==> src/rtl/distance_seq_if.sv <==
// Purpose: handshake bundle for distance_seq; request side (in_*) and result side (out_*).
// Ports: in_valid/in_ready + x1,y1,x2,y2,mode request; out_valid/out_ready + res,res_exact,res_iters result.
// Backpressure: valid/ready on both sides; the slave modport is the distance engine, the master drives requests.
interface distance_seq_if #(
    parameter int COORD_W  = 8,
    parameter int RES_W    = 32,
    parameter int MAX_ITER = 4
);
    localparam int IT_W = $clog2(MAX_ITER + 1);

    logic               in_valid;
    logic               in_ready;
    logic [COORD_W-1:0] x1;
    logic [COORD_W-1:0] y1;
    logic [COORD_W-1:0] x2;
    logic [COORD_W-1:0] y2;
    logic [1:0]         mode;
    logic               out_valid;
    logic               out_ready;
    logic [RES_W-1:0]   res;
    logic               res_exact;
    logic [IT_W-1:0]    res_iters;

    modport master (
        output in_valid, x1, y1, x2, y2, mode, out_ready,
        input  in_ready, out_valid, res, res_exact, res_iters
    );

    modport slave (
        input  in_valid, x1, y1, x2, y2, mode, out_ready,
        output in_ready, out_valid, res, res_exact, res_iters
    );
endinterface

==> src/rtl/distance_seq.sv <==
// Purpose: distance engine (Euclidean via Newton sqrt, Manhattan, squared Euclidean, Chebyshev), one transaction in flight.
// Latency: 1 cycle for non-Euclidean or zero distance; 1 + k*(2*COORD_W+2) cycles for k Newton iterations.
// Backpressure: in_ready only in IDLE; result held in DONE until out_ready. Ports: clk, rst_n, io (slave modport).
module distance_seq #(
    parameter int COORD_W  = 8,
    parameter int RES_W    = 32,
    parameter int MAX_ITER = 4
) (
    input  logic           clk,
    input  logic           rst_n,
    distance_seq_if.slave  io
);
    localparam int SQ_W  = 2 * COORD_W + 1;
    localparam int IT_W  = $clog2(MAX_ITER + 1);
    localparam int CNT_W = $clog2(SQ_W);

    typedef enum logic [2:0] {IDLE, CALC, DIV, UPD, DONE} state_t;
    state_t state, state_nxt;

    logic [COORD_W-1:0] xa, ya, xb, yb;
    logic [1:0]         mode_r;
    logic [SQ_W-1:0]    sq_r;
    logic [SQ_W-1:0]    cur;
    logic [SQ_W-1:0]    quo;     // holds the dividend, replaced bit by bit by the quotient
    logic [SQ_W-1:0]    rem;
    logic [CNT_W-1:0]   cnt;
    logic [IT_W-1:0]    k;
    logic [RES_W-1:0]   res_r;
    logic               exact_r;
    logic [IT_W-1:0]    iters_r;

    logic [COORD_W-1:0] dx, dy, cheb_c;
    logic [SQ_W-1:0]    dx_w, dy_w, sq_c;
    logic [COORD_W:0]   mh_c;
    logic [SQ_W:0]      rem_sh;
    logic               fits;
    logic [SQ_W-1:0]    rem_sub;
    logic [SQ_W:0]      sum_c;
    logic [SQ_W-1:0]    nxt_c;
    logic [IT_W-1:0]    k_inc;
    logic               conv, last_iter, cnt_last;
    logic [RES_W-1:0]   mode_res;

    always_comb begin
        dx       = (xa >= xb) ? (xa - xb) : (xb - xa);
        dy       = (ya >= yb) ? (ya - yb) : (yb - ya);
        dx_w     = SQ_W'(dx);
        dy_w     = SQ_W'(dy);
        sq_c     = dx_w * dx_w + dy_w * dy_w;
        mh_c     = {1'b0, dx} + {1'b0, dy};
        cheb_c   = (dx >= dy) ? dx : dy;
        // restoring division step: shift in next dividend bit, subtract if it fits
        rem_sh   = {rem, quo[SQ_W-1]};
        fits     = rem_sh >= {1'b0, cur};
        rem_sub  = rem_sh[SQ_W-1:0] - cur;
        // extra sum bit keeps (cur + q) from wrapping before the halving
        sum_c    = {1'b0, cur} + {1'b0, quo};
        nxt_c    = SQ_W'(sum_c >> 1);
        k_inc    = k + IT_W'(1);
        conv     = nxt_c >= cur;
        last_iter = k_inc == IT_W'(MAX_ITER);
        cnt_last = cnt == CNT_W'(SQ_W - 1);
        mode_res = '0;
        case (mode_r)
            2'd1:    mode_res = RES_W'(mh_c);
            2'd2:    mode_res = RES_W'(sq_c);
            default: mode_res = RES_W'(cheb_c);
        endcase
    end

    always_ff @(posedge clk or negedge rst_n) begin
        if (!rst_n) state <= IDLE;
        else        state <= state_nxt;
    end

    always_comb begin
        state_nxt = state;
        case (state)
            IDLE: if (io.in_valid) state_nxt = CALC;
            CALC: state_nxt = (mode_r != 2'd0 || mh_c == '0) ? DONE : DIV;
            DIV:  if (cnt_last) state_nxt = UPD;
            UPD:  state_nxt = (conv || last_iter) ? DONE : DIV;
            DONE: if (io.out_ready) state_nxt = IDLE;
            default: state_nxt = IDLE;
        endcase
    end

    always_ff @(posedge clk or negedge rst_n) begin
        if (!rst_n) begin
            xa <= '0; ya <= '0; xb <= '0; yb <= '0; mode_r <= '0;
            sq_r <= '0; cur <= '0; quo <= '0; rem <= '0; cnt <= '0; k <= '0;
            res_r <= '0; exact_r <= 1'b0; iters_r <= '0;
        end else begin
            case (state)
                IDLE: if (io.in_valid) begin
                    xa <= io.x1; ya <= io.y1; xb <= io.x2; yb <= io.y2;
                    mode_r <= io.mode;
                end
                CALC: begin
                    sq_r <= sq_c;
                    cur  <= SQ_W'(mh_c);
                    quo  <= sq_c;
                    rem  <= '0;
                    cnt  <= '0;
                    k    <= '0;
                    if (mode_r != 2'd0) begin
                        res_r <= mode_res; exact_r <= 1'b1; iters_r <= '0;
                    end else if (mh_c == '0) begin
                        res_r <= '0; exact_r <= 1'b1; iters_r <= '0;
                    end
                end
                DIV: begin
                    rem <= fits ? rem_sub : rem_sh[SQ_W-1:0];
                    quo <= {quo[SQ_W-2:0], fits};
                    cnt <= cnt + CNT_W'(1);
                end
                UPD: begin
                    k <= k_inc;
                    if (conv) begin
                        res_r <= RES_W'(cur); exact_r <= 1'b1; iters_r <= k_inc;
                    end else if (last_iter) begin
                        res_r <= RES_W'(nxt_c); exact_r <= 1'b0; iters_r <= k_inc;
                    end else begin
                        cur <= nxt_c;
                        quo <= sq_r;
                        rem <= '0;
                        cnt <= '0;
                    end
                end
                default: ;
            endcase
        end
    end

    assign io.in_ready  = (state == IDLE);
    assign io.out_valid = (state == DONE);
    assign io.res       = res_r;
    assign io.res_exact = exact_r;
    assign io.res_iters = iters_r;
endmodule

==> src/flat_wrapper.sv <==
// flat-port wrapper written by rule: the top's interface ports become plain ports
module distance_seq_flat 
#(
    parameter int COORD_W  = 8,
    parameter int RES_W    = 32,
    parameter int MAX_ITER = 4
)
  (clk, rst_n, io_in_valid, io_x1, io_y1, io_x2, io_y2, io_mode, io_out_ready, io_in_ready, io_out_valid, io_res, io_res_exact, io_res_iters);
  distance_seq_if #(.COORD_W(COORD_W), .RES_W(RES_W), .MAX_ITER(MAX_ITER)) io_i ();
  input  logic clk;
  input  logic rst_n;
  input wire logic [$bits(io_i.in_valid)-1:0] io_in_valid;
  input wire logic [$bits(io_i.x1)-1:0] io_x1;
  input wire logic [$bits(io_i.y1)-1:0] io_y1;
  input wire logic [$bits(io_i.x2)-1:0] io_x2;
  input wire logic [$bits(io_i.y2)-1:0] io_y2;
  input wire logic [$bits(io_i.mode)-1:0] io_mode;
  input wire logic [$bits(io_i.out_ready)-1:0] io_out_ready;
  output wire logic [$bits(io_i.in_ready)-1:0] io_in_ready;
  output wire logic [$bits(io_i.out_valid)-1:0] io_out_valid;
  output wire logic [$bits(io_i.res)-1:0] io_res;
  output wire logic [$bits(io_i.res_exact)-1:0] io_res_exact;
  output wire logic [$bits(io_i.res_iters)-1:0] io_res_iters;
  assign io_i.in_valid = io_in_valid;
  assign io_i.x1 = io_x1;
  assign io_i.y1 = io_y1;
  assign io_i.x2 = io_x2;
  assign io_i.y2 = io_y2;
  assign io_i.mode = io_mode;
  assign io_i.out_ready = io_out_ready;
  assign io_in_ready = io_i.in_ready;
  assign io_out_valid = io_i.out_valid;
  assign io_res = io_i.res;
  assign io_res_exact = io_i.res_exact;
  assign io_res_iters = io_i.res_iters;
  distance_seq #(.COORD_W(COORD_W), .RES_W(RES_W), .MAX_ITER(MAX_ITER)) u_core (.clk(clk), .rst_n(rst_n), .io(io_i));
endmodule
==> config.mk <==
export PLATFORM = sky130hd
export DESIGN_NAME = distance_seq_flat
export DESIGN_NICKNAME = d
export VERILOG_FILES = /design/src/rtl/distance_seq_if.sv /design/src/rtl/distance_seq.sv /design/src/flat_wrapper.sv
export SDC_FILE = /design/constraint.sdc
export NUM_CORES = 1
export LEC_CHECK = 0
export BUFFER_PORTS_ARGS = -buffer_cell sky130_fd_sc_hd__buf_2
export CAP_MARGIN = 25
export CELL_PAD_IN_SITES_DETAIL_PLACEMENT = 0
export CELL_PAD_IN_SITES_GLOBAL_PLACEMENT = 1
export CORE_MARGIN = 2
export CORE_UTILIZATION = 52
export CTS_CLUSTER_DIAMETER = 100
export DETAILED_ROUTE_END_ITERATION = 6
export PLACE_DENSITY = 0.92
export REMOVE_ABC_BUFFERS = 1
export SYNTH_ARGS = -nofsm -noshare
export SYNTH_HDL_FRONTEND = slang
export SYNTH_SLANG_ARGS = --single-unit
==> constraint.sdc <==
create_clock -name clk -period 20.4 [get_ports clk]
set_clock_uncertainty 0.1 [all_clocks]
set_input_delay 3.06 -clock clk [delete_from_list [all_inputs] [get_ports clk]]
set_output_delay 3.06 -clock clk [all_outputs]
set_load 0.05 [all_outputs]
==> results by group, run 1 <==
Synthesis
  – Most used DFF post-synth: dfrtp_1
  – Share of the yosys chip area belonging to registers: 25.0%
  – Number of distinct library cell variants in the gate-level netlist after synthesis: 71
  – Cell count after synthesis: 1546
  – Flop and latch count out of synthesis: 134
  – Average cell area after synthesis: 8.67 um2
  – EDFF count, synth: 0
  – Share of async-settable or async-resettable flops after synthesis: 100%
  – Netlist Area Pre-Place: 13400 um2
  – Count of synthesis-stage warnings from yosys: 0

Clock tree
  – H-tree level count: 4
  – Buffers inserted during post-CTS setup optimization: 0
  – CTS tree: yes
  – PostCTS Resize Cnt: 0
  – Clock Tree Root: clkbuf_16
  – Clock latency reported for the late side of the worst-skew pair: 0.43 ns
  – Number of buffers added by the clock tree synthesis step: 17
  – Clock-pin slew on the worst setup and hold paths: 0.07 ns
  – Number of buffers between clock root and the deepest sink: 2
  – Hold_buf cts: 0
  – Number of sinks on the clock net: 134

Die
  – Placeable core region: 25300 um2
  – Starting density of the core: 53.1%
  – # IOs: 76
  – Die footprint: 27100 um2
  – Die Span X: 165 um
  – Floorplan row count: 58
  – Die span in y: 165 um

Final layout
  – Post-synthesis to final-layout area growth: 8.26%
  – Fillcell total: 2304
  – Number of nets in the final layout: 1869
  – FF+latch area: 3350 um2
  – Layout cells sized above 1: 9.56%
  – Area occupied by multi-input gates: 9000 um2
  – Antenna diode instance count: 0

Setup path
  – Startpoint type of the worst setup path: flip-flop
  – Buffers plus inverters on the worst setup path: 6
  – Slowest cell on crit path: fa_1
  – Crit end category: flip-flop
  – Critical path's top delay family: adder cells
  – R2R Path Start: u_core.ya[0]
  – Critical path origin: u_core.ya[0]
  – Cell occurring most often along the worst timing path: fa_1
  – Critical path required time: 20.62 ns
  – Peak fanout along the critical path: 11
  – Worst Path Arrival: 9.11 ns
  – Category of the critical setup timing path: flip-flop to flip-flop
  – Register-to-Register Setup Slack: 11.51 ns
  – Slowest cell delay on critical path: 0.59 ns

Placement
  – Count of buffers from port buffering: 60
  – Estimated wirelength of the detail-placed design: 25600 um
  – Placer congestion estimate: 0.980

Timing
  – Minimum hold slack: 0.375 ns
  – Hold Fails Final Rpt: 0
  – Setup TNS: 0 ns
  – Worst slew margin relative to its limit: 31.4%
  – Final worst path period need: 8.89 ns
  – Fmax achieved: 0.113 GHz
  – Fin. max-slew vios: 0
  – Number of endpoints failing setup at the final stage: 0
  – Final critical-path share of the clock period: 43.6%
  – Slew of the pin with the lowest slew margin: 1.03 ns
  – RSZ-0062 raised after global routing: no

Detailed routing
  – DRT Wirelength: 33000 um
  – Antenna-violating nets left: 0
  – Detailed router's first-iteration violation count: 784
  – Drt via density: 5.61
  – Detailed-route wire length per cell: 17.1 um
  – Number of optimization iterations in the first detailed-route pass: 7
  – Vias: 10800
  – Post-route DRC: 0

GRT
  – Pin count of the biggest net entering global routing: 69
  – Overflow left after global routing: 0
  – First-pass GRT wire length: 54500 um
  – Number of antenna violations at the first check in global routing: 1
  – GRT Overall Usage: 25.5%
  – Number of global-route vias before repair: 10800

Hold path
  – Hold Crit Class: flip-flop to flip-flop
  – Worst hold start: u_core.sq_r[0]

Job
  – Number of max-capacitance violations reported: 0

Outcome
  – Outcome: completed
[worst paths after layout]
path,end,depth (start not counted)
max in group asynchronous,u_core.sq_r[6],2
min reg2reg,u_core.sq_r[0],2
max reg2reg,u_core.io.res[15],31
min,u_core.sq_r[0],2
max,u_core.io.res[15],31
min in group asynchronous,u_core.rem[3],1
[state kept, by name, summed over array words and instances, names as in the netlist]
register and count:
u_core.state 3, u_core.ya 8, u_core.k 3, u_core.cur 17
u_core.mode_r 2, u_core.xb 8, u_core.yb 8, u_core.io.res 17
u_core.cnt 5, u_core.io.res_iters 3, u_core.rem 17, u_core.quo 17
u_core.io.res_exact 1, u_core.xa 8, u_core.sq_r 17
[metrics by stage]
stage                     utilization [%]  setup WS, ns  instances  cell area [um2]
after floorplan                         -         12.32       1495            13100
after global placement               55.4         11.66       1902            14000
after detailed placement             55.4         11.62       1902            14000
after CTS                            57.5         11.55       1931            14500
after global routing                 57.5         11.01       1931            14500
final                                57.5         11.51       1931            14500
[metal layers]
layer	wire, um	part of all wire, %	vias up	track usage [%]
met5	12	0.036	-	0
met4	747	2.3	2	7.67
met3	1640	5.0	52	3.89
met2	16100	49	326	43.8
met1	14600	44	5188	33.4
li1	-	-	5273	-
[cell usage after synthesis, types with 4 or more instances]
cell | number | area share [%]
inv_1 | 208 | 5.8
nand2_1 | 174 | 4.9
ha_1 | 157 | 15
dfrtp_1 | 134 | 25
o21ai_0 | 123 | 4.6
nor2_1 | 113 | 3.2
a21oi_1 | 102 | 3.8
fa_1 | 83 | 12
xnor2_1 | 39 | 2.5
clkbuf_1 | 36 | 1.0
a21o_1 | 35 | 2.0
nor3_1 | 31 | 1.2
a211oi_1 | 27 | 1.5
xor2_1 | 23 | 1.5
mux2i_1 | 22 | 1.6
nor2b_1 | 20 | 0.93
mux2_4 | 18 | 2.0
buf_4 | 16 | 0.90
nand3_1 | 16 | 0.60
a31oi_1 | 11 | 0.51
nand2b_1 | 11 | 0.51
o211ai_1 | 10 | 0.56
mux2_2 | 9 | 0.76
o21a_1 | 9 | 0.50
o22ai_1 | 9 | 0.42
and3_1 | 7 | 0.33
o21bai_1 | 7 | 0.39
buf_1 | 5 | 0.14
buf_2 | 5 | 0.19
nor4_1 | 5 | 0.23
o31ai_1 | 5 | 0.28
or2_2 | 5 | 0.23
a22oi_1 | 4 | 0.22
o31a_1 | 4 | 0.26
or3_1 | 4 | 0.19
[final cells by class]
| type | instances | area share, % |
|---|---|---|
| repair buffers | 77 | 2.99 |
| inverters | 208 | 5.38 |
| clock inverters | 12 | 0.741 |
| multi-input cells | 1153 | 62.0 |
| well taps | 330 | 2.84 |
| flip-flops and latches | 134 | 23.1 |
| clock buffers | 17 | 2.93 |
[layout by cell type, fill, tap and decap left out, types with 18 or more instances in the layout]
cell type  instances
o21ai_0          123
fa_1              83
a21o_1            35
nor2_1           113
mux2i_1           22
xor2_1            23
buf_2             59
nor3_1            30
mux2_4            18
nor2b_1           20
xnor2_1           39
ha_1             157
nand2_1          174
a211oi_1          27
inv_1            208
a21oi_1          102
dfrtp_1          134
[cell families after synthesis]
| family | synth area share [%] |
|---|---|
| buf+inv | 8.39 |
| xor+xnor | 4.05 |
| mux | 4.41 |
| other cells | 0.0280 |
| simple gates | 13.1 |
| fa+ha+maj | 27.0 |
| compound gates | 18.0 |
| flops | 25.0 |
[worst min-delay path, stage by stage, from the launching register on]
cell and delay (ns):
dfrtp_1 0.34, nand2_1 0.05, nand2_1 0.05
Power of run 1 is not shown: default switching activity piles up to over one toggle a cycle in this logic, so the estimate is an artifact.
==> inputs of run 2 (changes only) <==
- CORE_UTILIZATION: 52 -> 49
- PLACE_DENSITY: 0.92 -> 0.88
- clock period: 20.4 -> 9.2 ns (I/O delays scaled with it)
==> run 2 against run 1 <==
- register-to-register slack worse by 11 ns
- utilization fell by 2.8 points
- routed wire length grew 1.1%
- largest cell class unchanged
- clock-buffer cell count up 1
- global-route usage fell by 1.2 points
- sequential cell count unchanged
- first-iteration DRC count down 11%
- non-clock buffer count rose by 6
- maximum frequency up 1.2%
==> results by group, run 2 (synthesis gave the netlist of run 1 again) <==
Detailed routing
  – Number of optimization iterations in the first detailed-route pass: 5 (-2)
  – Wire length on met3: 1120 um (-32%)
  – Vias: 10800 (-0.82%)
  – Top routing layer in use: met4
  – Met1 layer wirelength in the final routing: 15300 um (+5.1%)
  – Met2 layer wire length in the routed design: 16200 um (+0.61%)
  – Antenna-violating nets left: 0 (unchanged)
  – DRT Wirelength: 33400 um (+1.1%)
  – Detailed-route wire length per cell: 17.1 um (+0.10%)
  – Post-route DRC: 0 (unchanged)
  – Drt via density: 5.51 (-1.8%)
  – Detailed router's first-iteration violation count: 698 (-11%)

Hold path
  – Hold Crit Class: flip-flop to flip-flop
  – Worst hold start: u_core.sq_r[7]
  – Hold Path Stages: 2 (unchanged)
  – Endpoint with the worst hold slack: u_core.sq_r[7]

Outcome
  – Outcome: completed

Final layout
  – Commonest non-fill, non-tap cells in the layout: 208 x inv_1, 174 x nand2_1, 157 x ha_1, 134 x dfrtp_1, 123 x o21ai_0
  – Layout Utilization: 54.6% (-2.8 points)
  – Post-synthesis to final-layout area growth: 9.51%
  – Antenna diode instance count: 0 (unchanged)
  – Layout cells sized above 1: 10.0% (+0.45 points)
  – Leading cell type in the layout, fill and taps excluded: inv_1
  – Number of nets in the final layout: 1875 (+0.32%)

Clock tree
  – Number of sinks on the clock net: 134 (unchanged)
  – Number of buffers added by the clock tree synthesis step: 17 (unchanged)
  – Clock-pin slew on the worst setup and hold paths: 0.07 ns (about the same)
  – CTS tree: yes
  – Clock latency reported for the late side of the worst-skew pair: 0.43 ns (about the same)
  – Number of buffers between clock root and the deepest sink: 2 (unchanged)
  – H-tree level count: 4 (unchanged)
  – Hold_buf cts: 0 (unchanged)
  – Clock Tree Root: clkbuf_16

Die
  – # IOs: 76 (unchanged)
  – Die footprint: 28700 um2 (+6.0%)
  – Die Span X: 169 um (+2.9%)
  – Placeable core region: 26900 um2 (+6.4%)
  – Starting density of the core: 49.9% (-3.2 points)
  – Floorplan row count: 60 (+3.4%)
  – Die span in y: 169 um (+2.9%)

Setup path
  – R2R Path Start: u_core.xa[0]
  – Critical path required time: 9.41 ns (-11.21 ns)
  – Register-to-Register Setup Slack: 0.42 ns (-11.09 ns)
  – Buffers plus inverters on the worst setup path: 7 (+1)
  – End of the worst register-to-register path: u_core.io.res[16]
  – Worst Path Arrival: 8.99 ns (-0.12 ns)
  – Crit end category: flip-flop
  – Number of logic stages on the critical path including buffering: 30 (-3.2%)
  – Slowest cell on crit path: fa_1
  – Peak fanout along the critical path: 9 (-2)
  – Critical path's top delay family: adder cells
  – Slowest cell delay on critical path: 0.55 ns (-0.04 ns)
  – Startpoint type of the worst setup path: flip-flop
  – Cell count of the worst reg-to-reg path: 30 (-3.2%)
  – Category of the critical setup timing path: flip-flop to flip-flop

Timing
  – Fmax achieved: 0.114 GHz (+1.2%)
  – Fin. max-slew vios: 0 (unchanged)
  – Slew of the pin with the lowest slew margin: 1.01 ns (-0.0113 ns)
  – Final critical-path share of the clock period: 95.4% (+52 points)
  – Setup TNS: 0 ns (unchanged)
  – Number of endpoints failing setup at the final stage: 0 (unchanged)
  – Final worst path period need: 8.78 ns (-0.108 ns)
  – RSZ-0062 raised after global routing: no
  – Worst slew margin relative to its limit: 32.2% (+0.76 points)
  – Hold Fails Final Rpt: 0 (unchanged)

Placement
  – Estimated wirelength of the detail-placed design: 25800 um (+0.61%)
  – Count of buffers from port buffering: 60 (unchanged)
  – Placer congestion estimate: 0.951 (-2.9%)

GRT
  – Pin count of the biggest net entering global routing: 71 (+2.9%)
  – Number of global-route vias before repair: 10900 (+1.2%)
  – GRT Overall Usage: 24.3% (-1.2 points)
  – Overflow left after global routing: 0 (unchanged)
  – Number of antenna violations at the first check in global routing: 0 (-1)
  – First-pass GRT wire length: 55600 um (+2.0%)

Job
  – Number of max-capacitance violations reported: 0 (unchanged)
[run 2: cell types whose count changed in the layout (fill, tap and decap cells not counted), sizes merged]
cell,delta
buf,+6
bufinv,+3
clkinvlp,-3
clkbuf,+1
inv,+1
[run 2: layout make-up]
class,count,area (um2)
fillers,2456,12200
clock inverters,13,198
inverters,208,781
flip-flops and latches,134,3350
well taps,341,427
clock buffers,18,429
repair buffers,83,487
multi-input cells,1153,9010
[run 2: tightest hold or removal path, cell delays in order, from the launching register on]
cell and delay (ns):
dfrtp_1 0.34, nand2_1 0.04, o21ai_0 0.06
[run 2: repair_timing]
item | in CTS | in global routing
setup buffers | 0 | 0
gates resized for setup | 0 | 1
endpoints found under the hold margin | 0 | 0
setup endpoints to repair | 0 | 2
[run 2: per-layer routing]
| metal | track usage, % | up-vias |
|---|---|---|
| li1 | - | 5287 |
| met1 | 32.3 | 5225 |
| met2 | 41.8 | 197 |
| met3 | 2.94 | 43 |
| met4 | 7.17 | 0 |
| met5 | 0 | - |
[run 2: how the worst max path moves through the flow]
stage / start / to / slack, ns
floorplan: u_core.ya[0] / u_core.io.res[16] / 1.12
global placement: u_core.xa[0] / u_core.io.res[16] / 0.63
detailed placement: u_core.ya[0] / u_core.io.res[16] / 0.42
CTS: u_core.ya[0] / u_core.io.res[16] / 0.36
global route: u_core.ya[0] / u_core.io.res[16] / 0.02
finish: u_core.xa[0] / u_core.io.res[16] / 0.42
[run 2: stage by stage]
step,cells,setup WS (ns),hold slack (ns),area [um2]
floorplan,1495,1.12,0.338,13100
global placement,1917,0.630,0.351,14000
detailed placement,1917,0.425,0.358,14000
CTS,1948,0.365,0.374,14700
global route,1950,0.0238,0.395,14700
finish,1950,0.420,0.375,14700
Power of run 2 is left out for the same reason.
==> inputs of run 3 (changes only) <==
--- a/config.mk
+++ b/config.mk
@@ -6,4 +6,5 @@
 export NUM_CORES = 1
 export LEC_CHECK = 0
+export ABC_AREA = 1
 export BUFFER_PORTS_ARGS = -buffer_cell sky130_fd_sc_hd__buf_2
 export CAP_MARGIN = 25
@@ -11,5 +12,5 @@
 export CELL_PAD_IN_SITES_GLOBAL_PLACEMENT = 1
 export CORE_MARGIN = 2
-export CORE_UTILIZATION = 49
+export CORE_UTILIZATION = 47
 export CTS_CLUSTER_DIAMETER = 100
 export DETAILED_ROUTE_END_ITERATION = 6
==> constraint.sdc (replaced) <==
create_clock -name clk -period 9.2 [get_ports clk]
set_clock_uncertainty 0.1 [all_clocks]
set_input_delay 0.92 -clock clk [delete_from_list [all_inputs] [get_ports clk]]
set_output_delay 0.92 -clock clk [all_outputs]
set_load 0.05 [all_outputs]
==> run 3 against run 2 <==
- register-to-register slack gained 1.4 ns
- synthesized area grew 8.9%
- first-iteration DRC count shrank 2.9%
- routed wire length grew 15%
==> results by group, run 3 <==
Timing
  – Hold Fails Final Rpt: 0 (unchanged)
  – Final critical-path share of the clock period: 80.6% (-15 points)
  – RSZ-0062 raised after global routing: no
  – Number of endpoints failing setup at the final stage: 0 (unchanged)
  – Worst slew margin relative to its limit: 41.8% (+9.7 points)
  – Final worst path period need: 7.42 ns (-1.36 ns)
  – Fmax achieved: 0.135 GHz (+18%)
  – Slew of the pin with the lowest slew margin: 0.873 ns (-0.141 ns)
  – Fin. max-slew vios: 0 (unchanged)
  – Setup TNS: 0 ns (unchanged)

Synthesis
  – Average cell area after synthesis: 7.22 um2 (-17%)
  – Count of synthesis-stage warnings from yosys: 0 (unchanged)
  – Commonest cells in the netlist: 536 x nand2_1, 327 x inv_1, 157 x ha_1
  – Share of the yosys chip area belonging to registers: 23.0% (-2.1 points)
  – Largest cells by area after synthesis: dfrtp_1 23%, nand2_1 14%, ha_1 13%
  – EDFF count, synth: 0 (unchanged)
  – Number of distinct library cell variants in the gate-level netlist after synthesis: 51 (-28%)
  – Biggest area consumer among synthesized cells: dfrtp_1
  – Area fraction of the dominant cell type after synthesis: 23.0% (-2.1 points)
  – Most used DFF post-synth: dfrtp_1
  – Netlist Area Pre-Place: 14600 um2 (+8.9%)
  – Cell count after synthesis: 2023 (+31%)
  – Share of async-settable or async-resettable flops after synthesis: 100% (unchanged)
  – Flop and latch count out of synthesis: 134 (unchanged)
  – Most frequent cell after synthesis: nand2_1

Detailed routing
  – Post-route DRC: 0 (unchanged)
  – Drt via density: 5.23 (-5.2%)
  – Vias: 12900 (+20%)
  – DRT Wirelength: 38500 um (+15%)
  – Antenna-violating nets left: 0 (unchanged)
  – Number of optimization iterations in the first detailed-route pass: 5 (unchanged)
  – Detailed router's first-iteration violation count: 678 (-2.9%)
  – Detailed-route wire length per cell: 15.6 um (-8.8%)

Clock tree
  – Number of sinks on the clock net: 134 (unchanged)
  – Hold_buf cts: 0 (unchanged)
  – Number of buffers between clock root and the deepest sink: 2 (unchanged)
  – Clock-pin slew on the worst setup and hold paths: 0.07 ns (about the same)
  – Buffers inserted during post-CTS setup optimization: 0 (unchanged)
  – CTS tree: yes
  – Number of buffers added by the clock tree synthesis step: 17 (unchanged)
  – H-tree level count: 4 (unchanged)
  – Clock latency reported for the late side of the worst-skew pair: 0.45 ns (+0.02 ns)
  – Clock Tree Root: clkbuf_16
  – PostCTS Resize Cnt: 0 (unchanged)

Placement
  – Placer congestion estimate: 0.910 (-4.4%)
  – Estimated wirelength of the detail-placed design: 30400 um (+18%)
  – Count of buffers from port buffering: 60 (unchanged)

Job
  – Number of max-capacitance violations reported: 0 (unchanged)

GRT
  – Met3 demand-to-capacity share in global routing: 3.31% (+0.38 points)
  – First-pass GRT wire length: 65000 um (+17%)
  – Most heavily used metal layer in global routing: met2
  – Pin count of the biggest net entering global routing: 70 (-1.4%)
  – Number of antenna violations at the first check in global routing: 0 (unchanged)
  – GRT Overall Usage: 24.7% (+0.35 points)
  – Overflow left after global routing: 0 (unchanged)
  – Met2 Track Usage GR: 43.3% (+1.5 points)
  – GR met1 Demand/Resource: 31.1% (-1.3 points)
  – Number of global-route vias before repair: 13200 (+21%)

Die
  – Floorplan row count: 64 (+6.7%)
  – Starting density of the core: 47.8% (-2.1 points)
  – Die footprint: 32500 um2 (+13%)
  – Die span in y: 180 um (+6.4%)
  – Die Span X: 180 um (+6.4%)
  – Placeable core region: 30600 um2 (+14%)
  – # IOs: 76 (unchanged)

Setup path
  – Startpoint type of the worst setup path: flip-flop
  – Cell occurring most often along the worst timing path: fa_1
  – Critical path required time: 9.43 ns (+0.02 ns)
  – Peak fanout along the critical path: 10 (+1)
  – Worst Path Arrival: 7.65 ns (-1.34 ns)
  – Category of the critical setup timing path: flip-flop to flip-flop
  – Crit end category: flip-flop
  – Slowest cell delay on critical path: 0.54 ns (about the same)
  – Slowest cell on crit path: fa_1

Final layout
  – Layout cells sized above 1: 7.96% (-2.0 points)
  – Antenna diode instance count: 0 (unchanged)
  – Post-synthesis to final-layout area growth: 7.35%
  – Number of nets in the final layout: 2338 (+25%)
  – Leading cell type in the layout, fill and taps excluded: nand2_1
  – Fillcell total: 3098 (+26%)
  – Commonest non-fill, non-tap cells in the layout: 535 x nand2_1, 327 x inv_1, 157 x ha_1, 153 x nor2_1, 147 x nand3_1

Hold path
  – Hold Crit Class: primary input to async pin

Outcome
  – Outcome: completed
run 3: path summary, 6_finish.rpt:
kind,from,to,slack [ns],cells past startpoint
worst min register to register,u_core.sq_r[12],u_core.sq_r[12],0.38,2
worst max-delay path,u_core.ya[0],u_core.quo[13],1.78,31
max in group asynchronous,rst_n,u_core.io.res[14],7.28,2
worst min-delay path,rst_n,u_core.rem[6],0.37,1
worst max register to register,u_core.ya[0],u_core.quo[13],1.78,31
min in group clk,u_core.sq_r[12],u_core.sq_r[12],0.38,2
run 3: kinds of logic after synthesis:
kind of cell | after synthesis | synth area share, %
compound gates | 275 | 10.4
xor+xnor | 44 | 2.69
fa+ha+maj | 240 | 24.8
buf+inv | 404 | 11.6
flops | 134 | 23.0
mux | 2 | 0.154
other cells | 1 | 0.0257
simple gates | 923 | 27.4
run 3: critical path, delay by kind of cell, from the launching register on:
kind                       cells  cell delay (ns)
and+or+nand+nor               13             1.58
adders and majority gates      9             4.01
DFF                            1             0.38
AOI/OAI and AO/OA              3             0.58
buffers and inverters          6             0.66
run 3: per-layer routing:
layer | up-vias | part of all wire, %
met5 | - | 0
met4 | 0 | 2.8
met3 | 67 | 3.6
met2 | 259 | 49
met1 | 6131 | 44
li1 | 6452 | -
run 3: area by class of cell:
type                       count  area [um2]  area share, %
inverter                     343        1290           8.26
clock inverter                13         119          0.758
sequential                   134        3350           21.4
tap                          396         495           3.16
timing repair buffer          65         344           2.19
clock buffer                  19         453           2.89
multi-input combinational   1499        9620           61.4
run 3: through the flow:
stage / worst slack (ns) / utilization, % / cells / instance area, um2 / hold slack, ns
after global placement: 1.92 / 49.4 / 2437 / 15100 / 0.363
after detailed placement: 1.80 / 49.4 / 2437 / 15100 / 0.367
after global routing: 1.22 / 51.3 / 2469 / 15700 / 0.419
after floorplan: 2.41 / - / 1976 / 14300 / 0.343
final: 1.78 / 51.3 / 2469 / 15700 / 0.372
after CTS: 1.78 / 51.3 / 2469 / 15700 / 0.384
Power of run 3 is left out for the same reason.
